## config.mk

```make
export PLATFORM = sky130hd
export DESIGN_NAME = stack_seq_unit
export DESIGN_NICKNAME = d
export VERILOG_FILES = /design/src/rtl/stack_seq_unit.sv
export SDC_FILE = /design/constraint.sdc
export NUM_CORES = 1
export LEC_CHECK = 0
export ABC_CLOCK_PERIOD_IN_PS = 1540
export BUFFER_PORTS_ARGS = -buffer_cell sky130_fd_sc_hd__buf_2
export CAP_MARGIN = 15
export CORE_UTILIZATION = 42
export CTS_BUF_LIST = sky130_fd_sc_hd__clkbuf_4 sky130_fd_sc_hd__clkbuf_8 sky130_fd_sc_hd__clkbuf_16
export CTS_CLUSTER_SIZE = 28
export DETAILED_ROUTE_END_ITERATION = 8
export PLACE_DENSITY_LB_ADDON = 0.2
export SLEW_MARGIN = 20
export SYNTH_ARGS = -nofsm -noshare
export SYNTH_HDL_FRONTEND = slang
export SYNTH_SLANG_ARGS = --single-unit
```

## constraint.sdc

```tcl
create_clock -name clk -period 1.54 [get_ports clk]
set_input_delay 0.231 -clock clk [delete_from_list [all_inputs] [get_ports clk]]
set_output_delay 0.231 -clock clk [all_outputs]
set_load 0.005 [all_outputs]
```

## src/rtl/stack_seq_unit.sv

```systemverilog
// Stack micro-sequencer for CALL/RET/INT/RTI: multi-word PC push/pop, CCR save/restore, freezes, pc_sel.
// Optional occupancy checking with over/underflow rejection is built when STACK_CHECK_EN is defined.
module stack_seq_unit #(
    parameter int PC_WORDS    = 2,
    parameter int STACK_DEPTH = 1024,
    localparam int SEL_W      = $clog2(PC_WORDS + 2)
) (
    input  logic             clk,
    input  logic             rst,
    input  logic             call,
    input  logic             ret,
    input  logic             rti,
    input  logic             int_req,
    input  logic             hazard_hold,
    output logic             int_ack,
    output logic             busy,
    output logic             freeze_pc,
    output logic             freeze_cu,
    output logic             mem_wr,
    output logic             mem_rd,
    output logic             stack,
    output logic [SEL_W-1:0] push_sel,
    output logic             pop_pc,
    output logic [SEL_W-1:0] pop_idx,
    output logic             pop_ccr,
    output logic [1:0]       pc_sel,
    output logic             stk_err
);

    typedef enum logic [3:0] {
        IDLE, HOLD, FRZ_PC, FRZ_CU, PUSH, PUSH_CCR,
        POP_CCR, POP, LOAD_CALL, LOAD_INT, LOAD_POP
    } state_t;

    localparam logic [SEL_W-1:0] LAST_WORD = SEL_W'(PC_WORDS - 1);
    localparam logic [SEL_W-1:0] CCR_SEL   = SEL_W'(PC_WORDS + 1);

    state_t           state_reg;
    logic [SEL_W-1:0] word_reg;
    logic             int_seq_reg;
    logic             int_pend_reg;
    logic             ok_call, ok_int, ok_ret, ok_rti;

`ifdef STACK_CHECK_EN
    localparam int DEPTH_W = $clog2(STACK_DEPTH + 1);

    logic [DEPTH_W-1:0] occ_reg;
    logic               stk_err_reg;

    assign ok_call = (int'(occ_reg) + PC_WORDS) <= STACK_DEPTH;
    assign ok_int  = (int'(occ_reg) + PC_WORDS + 1) <= STACK_DEPTH;
    assign ok_ret  = int'(occ_reg) >= PC_WORDS;
    assign ok_rti  = int'(occ_reg) >= (PC_WORDS + 1);

    // Error is flagged for whichever request the IDLE priority would have dispatched.
    always_ff @(posedge clk or negedge rst) begin
        if (!rst) begin
            occ_reg     <= '0;
            stk_err_reg <= 1'b0;
        end else begin
            stk_err_reg <= (state_reg == IDLE) &&
                           (rti ? !ok_rti :
                            ret ? !ok_ret :
                            call ? !ok_call :
                            (int_pend_reg && !ok_int));
            if (state_reg == PUSH || state_reg == PUSH_CCR)
                occ_reg <= occ_reg + DEPTH_W'(1);
            else if (state_reg == POP || state_reg == POP_CCR)
                occ_reg <= occ_reg - DEPTH_W'(1);
        end
    end

    assign stk_err = stk_err_reg;
`else
    assign ok_call = 1'b1;
    assign ok_int  = 1'b1;
    assign ok_ret  = 1'b1;
    assign ok_rti  = 1'b1;
    assign stk_err = 1'b0;
`endif

    // Acknowledge is combinational so it coincides with the capture cycle.
    assign int_ack = rst && int_req && !int_pend_reg;

    always_ff @(posedge clk or negedge rst) begin
        if (!rst) begin
            state_reg    <= IDLE;
            word_reg     <= '0;
            int_seq_reg  <= 1'b0;
            int_pend_reg <= 1'b0;
        end else begin
            if (!int_pend_reg && int_req)
                int_pend_reg <= 1'b1;
            case (state_reg)
                IDLE: begin
                    word_reg <= '0;
                    if (rti) begin
                        if (ok_rti) state_reg <= POP_CCR;
                    end else if (ret) begin
                        if (ok_ret) state_reg <= POP;
                    end else if (call) begin
                        if (ok_call) begin
                            state_reg   <= PUSH;
                            int_seq_reg <= 1'b0;
                        end
                    end else if (int_pend_reg) begin
                        if (ok_int) begin
                            state_reg   <= hazard_hold ? HOLD : FRZ_PC;
                            int_seq_reg <= 1'b1;
                        end else begin
                            int_pend_reg <= 1'b0;
                        end
                    end
                end
                HOLD:     if (!hazard_hold) state_reg <= FRZ_PC;
                FRZ_PC:   state_reg <= FRZ_CU;
                FRZ_CU: begin
                    state_reg    <= PUSH;
                    word_reg     <= '0;
                    int_pend_reg <= 1'b0;
                end
                PUSH: begin
                    if (word_reg == LAST_WORD) begin
                        word_reg  <= '0;
                        state_reg <= int_seq_reg ? PUSH_CCR : LOAD_CALL;
                    end else begin
                        word_reg <= word_reg + SEL_W'(1);
                    end
                end
                PUSH_CCR: state_reg <= LOAD_INT;
                POP_CCR:  state_reg <= POP;
                POP: begin
                    if (word_reg == LAST_WORD) begin
                        word_reg  <= '0;
                        state_reg <= LOAD_POP;
                    end else begin
                        word_reg <= word_reg + SEL_W'(1);
                    end
                end
                LOAD_CALL, LOAD_INT, LOAD_POP: state_reg <= IDLE;
                default:  state_reg <= IDLE;
            endcase
        end
    end

    always_comb begin
        busy      = (state_reg != IDLE);
        freeze_pc = !(state_reg == IDLE || state_reg == HOLD);
        freeze_cu = !(state_reg == IDLE || state_reg == HOLD || state_reg == FRZ_PC);
        mem_wr    = 1'b0;
        mem_rd    = 1'b0;
        stack     = 1'b0;
        push_sel  = '0;
        pop_pc    = 1'b0;
        pop_idx   = '0;
        pop_ccr   = 1'b0;
        pc_sel    = 2'b00;
        case (state_reg)
            PUSH: begin
                mem_wr   = 1'b1;
                stack    = 1'b1;
                push_sel = word_reg + SEL_W'(1);
            end
            PUSH_CCR: begin
                mem_wr   = 1'b1;
                stack    = 1'b1;
                push_sel = CCR_SEL;
            end
            POP: begin
                mem_rd  = 1'b1;
                stack   = 1'b1;
                pop_pc  = 1'b1;
                pop_idx = LAST_WORD - word_reg;
            end
            POP_CCR: begin
                mem_rd  = 1'b1;
                stack   = 1'b1;
                pop_ccr = 1'b1;
            end
            LOAD_CALL: pc_sel = 2'b11;
            LOAD_INT:  pc_sel = 2'b10;
            LOAD_POP:  pc_sel = 2'b01;
            default: ;
        endcase
    end

endmodule

```

# After elaboration in Yosys (flattened, before gate mapping)
# Cells that the tools add are included.
[word_totals] ff_bits=8 input_bits=7 elab_cells=67
[classes] addsub=2 eq_ne=15 mux=24 n_bitwise=2 n_reduce_logical=20
[op_table] operator="4-bit 2-to-1 mux" count=8
[op_table] operator="4-bit case mux with 8 select lines" count=1
[op_table] operator="4-bit by 3-bit == test with 1-bit output (second input constant)" count=4
[op_table] operator="4-bit == test (second input constant)" count=3
[op_table] operator="1-bit 2-to-1 mux" count=9
[op_table] operator="4-bit by 2-bit == test with 1-bit output (second input constant)" count=2
[op_table] operator="2-bit case mux with 2 select lines" count=2
[op_table] operator="4-bit AND reduction" count=2
[op_table] operator="2-bit OR reduction" count=4
[op_table] operator="2-bit 2-to-1 mux" count=3
[op_table] operator="2-bit inequality test (second input constant)" count=3
[op_table] operator="2-bit case mux with 3 select lines" count=1
[op_table] operator="2-bit nonzero test" count=3
[op_table] operator="5-bit inequality test (second input constant)" count=1
[op_table] operator="4-bit by 1-bit == test with 1-bit output (second input constant)" count=1
[op_table] operator="4-bit zero test" count=1
[op_table] operator="4-bit nonzero test" count=1
[op_table] operator="4-bit OR reduction" count=1
[op_table] operator="1-bit logical AND" count=3
[op_table] operator="1-bit zero test" count=3
[op_table] operator="2-bit by 1-bit adder with 2-bit output (second input constant)" count=1
[op_table] operator="2-bit by 1-bit == test with 1-bit output (second input constant)" count=1
[op_table] operator="1-bit logical OR" count=2
[op_table] operator="1-bit inverter" count=2
[op_table] operator="1-bit by 2-bit subtractor with 2-bit output (first input constant)" count=1

# Longest topological paths before layout
[logic_depth] ltp_word=6 ltp_mapped=6 ltp_nobuf=6

# Worst setup path after synthesis
# OpenSTA, ideal clock, no wires.
[synth_path] path_type="register to register" startpoint="register state_reg[2]" endpoint="register state_reg[1]" setup_time_ns=0.139 t_arrival_ns=1.463 required_time_ns=1.401 path_slack_ns=-0.061 path_stages_with_launch=5 path_buffers=0 path_cell_list="dfrtp_1 or3_4 or4b_4 o21ai_2 o32ai_1"
[synth_via] elab_chain_len=3
[synth_lines] item="start, declared" line="38" rtl="state_t state_reg;"
[synth_lines] item="start signal, assigned" line="108" rtl="state_reg <= hazard_hold ? HOLD : FRZ_PC;"
[synth_lines] item="start signal, assigned" line="125" rtl="state_reg <= int_seq_reg ? PUSH_CCR : LOAD_CALL;"
[synth_lines] item="4-bit zero test (tied with other cells)" line="94" rtl="case (state_reg)"
[synth_lines] item="5-bit inequality test (no source line) or 2-bit inequality test (tied branches)"
[synth_lines] item="4-bit AND reduction (no source line)"
# Parallel ways exist; a longest one is shown, timed or not.
# A chain may end at the register's enable or synchronous reset.

# Worst setup path in the final report
[layout_path] startpoint="register state_reg[2]" endpoint="register state_reg[2]"
# Same word-level chain as after synthesis.

==> results.json <==
{
  "status": "finished with violations",
  "violations": "setup timing",
  "synth_seq_cells": 8,
  "ant_nets": 0,
  "remaining_drc_errors": 0,
  "synth_top_cell_by_area": "dfrtp_1",
  "cp_cell_sequence": "or3_4, or4b_4, nand3b_1, o21ai_1",
  "drv_cap": 0,
  "vias_per_cell": 5.484,
  "synth.distinct_cells": 29,
  "rsz0062_at_grt": "yes",
  "crit_buf_inv": 0,
  "vias": 702,
  "hold_viol_final": 0,
  "crit_type": "register to register",
  "hold_path_depth": 2,
  "power_w": 0.002162,
  "r2r_cells": 4,
  "synthFlopType": "dfrtp_1",
  "cts_tree": "done",
  "fmax_ghz": 0.5969,
  "yosysWarningCount": 0,
  "numClockSinks": 8,
  "setup_viol": 9,
  "critPathMaxStageDelay_ns": 0.52,
  "grt_use_total_pct": 23.68,
  "timing.final.crit_share_pct": 108.8,
  "drt_iter0_drc": 9,
  "fillers": 88,
  "synth_enable_flop_cells": 0,
  "yosysSeqAreaShare_pct": 32.99,
  "grt_pass1_vias": 521,
  "io_pins": 23,
  "min_from": "int_req",
  "drive_above_1_share_pct": 50.44,
  "place.gp.congestion": 0.8849,
  "cts-root-buf": "clkbuf_4",
  "critPathMaxFanout": 2,
  "synth_top_area_share_pct": 32.99,
  "dieArea_mm2": 0.001601,
  "rows": 13,
  "synthMostInstantiatedCell": "o21ai_0",
  "min_to": "int_pend_reg",
  "die_w_um": 40.01,
  "cts_buffers": 3,
  "grt.overflow.total": 0,
  "async_reset_ff_share_pct": 100.0,
  "areaGrowthSynthToFinish_pct": 62.27,
  "cp-startpoint": "state_reg[2]",
  "hpwl_um": 1113,
  "grt_max_degree": 15,
  "ir_drop_mv": 1.410,
  "skew_ns": 0.004136,
  "synthTopCellsByCount": "o21ai_0, dfrtp_1, nor2_1",
  "setup_slack_ns": -0.1353,
  "grt_pass1_wl_um": 2366,
  "r2r_end": "state_reg[2]",
  "final_util_pct": 74.74,
  "min_period_ns": 1.675,
  "path_clk_slew_ns": 0.06,
  "antenna_cells": 0,
  "worstPathRequired_ns": 1.68,
  "h-tree-depth": 1,
  "worst_path_max_delay_cell": "or4b_4",
  "antenna_found_initial": 0,
  "cp-end-kind": "register",
  "slew_violations": 0,
  "arrival_ns": 1.81,
  "synth.avg_cell_area_um2": 7.881,
  "clock_latency_ns": 0.26,
  "syn_area_um2": 606.8,
  "p_leak_nw": 0.4967,
  "r2r_start": "state_reg[2]",
  "drt_pass1_iterations": 4,
  "die_h_um": 40.01,
  "largest_register_ffs": 4,
  "synth_nets": 86,
  "cts.path.max_buffers": 2,
  "synth_cells": 77,
  "wirelength_um": 1839,
  "start_util_pct": 46.06,
  "min_path_type": "primary input to register",
  "coreArea_mm2": 0.001318,
  "nets": 124,
  "wl_per_cell_um": 14.37,
  "synthTopCellsByArea": "dfrtp_1, o21ai_0, nor2b_1",
  "worstSetupStartpointType": "register",
  "r2r_slack_ns": -0.14,
  "path_delay_family": "simple AND/OR/NAND/NOR gates",
  "io_buffers": 21,
  "power_density_mw_per_mm2": 2195
}
worst reg2reg max path, delay by kind of cell, from the launching register on:
kind	cells	cell delay, ns
AND/OR/NAND/NOR	3	1.07
flip-flops	1	0.40
AO/OA/AOI/OAI	1	0.09
power breakdown:
group	switching (W)	internal [W]
registers	0.0000882	0.000304
logic	0.000760	0.000843
clock network	0.0000762	0.0000895
total	0.000925	0.00124
what timing repair did:
action	CTS	global route
endpoints found under the setup margin	13	14
hold buffers	1	0
gates cloned	0	0
pin swaps	1	3
resized for setup	8	18
endpoints found under the hold margin	8	0
buffers inserted	1	8
metal layers:
layer  track usage (%)  wire [um]  up-vias
met5                 0          0        -
met4             7.759          8        0
met3             8.333        119        2
met2             37.90        923       28
met1             29.47        788      334
li1                  -          -      338
stage by stage:
stage | hold WS (ns) | setup TNS, ns | setup slack, ns | std cells | instance area [um2]
final | 0.2071 | -0.5843 | -0.1353 | 128 | 984.7
after detailed placement | 0.1847 | -0.1197 | -0.04862 | 115 | 760.7
after global routing | 0.1949 | -1.147 | -0.1675 | 128 | 984.7
after global placement | 0.1919 | -0.01449 | -0.01449 | 115 | 760.7
after floorplan | -0.06459 | -0.1314 | -0.06144 | 77 | 606.8
after CTS | 0.2013 | -0.6109 | -0.1006 | 120 | 840.8
area by class of cell:
cell class | instances | area, um2 | share of cell area [%]
Sequential cell | 8 | 201.4 | 20.46
Timing Repair Buffer | 38 | 282.8 | 28.72
Tap cell | 15 | 18.77 | 1.906
Multi-Input combinational cell | 59 | 436.7 | 44.35
Inverter | 5 | 22.52 | 2.287
Clock buffer | 3 | 22.52 | 2.287
worst max path at each step:
stage / cells past startpoint / endpoint
final: 4 / state_reg[2]
after global routing: 4 / state_reg[0]
after CTS: 4 / busy
after global placement: 4 / state_reg[1]
after floorplan: 4 / state_reg[1]
after detailed placement: 4 / state_reg[1]
layout by cell type (no fill, tap or decap), drive strengths merged:
master / netlist / layout
ha: 2 / 2
or4b: 1 / 1
nor3: 3 / 3
nand3: 1 / 1
nor2b: 5 / 5
o32ai: 1 / 1
o31ai: 1 / 1
nand3b: 1 / 1
o21a: 1 / 1
conb: 1 / 1
nor2: 7 / 7
buf: 1 / 37
inv: 5 / 4
o32a: 2 / 2
o2bb2ai: 1 / 1
dfrtp: 8 / 8
clkbuf: 4 / 3
nand2b: 3 / 3
a21oi: 5 / 5
or3: 2 / 2
xor2: 1 / 1
nand2: 5 / 5
clkinvlp: 0 / 1
and3b: 1 / 1
nor3b: 2 / 2
and2: 1 / 1
o21ai: 10 / 10
dlygate4sd3: 0 / 1
and3: 2 / 2
cells by family after synthesis:
family	after synthesis	share of synthesized area, %
other	1	0.6180
xor gates and xnor gates	1	1.444
buffers and inverters	10	6.804
AOI/OAI and AO/OA	21	21.65
and+or+nand+nor	34	32.37
adders and majority gates	2	4.123
DFF	8	32.99
Power figures use the tool's default switching activity.
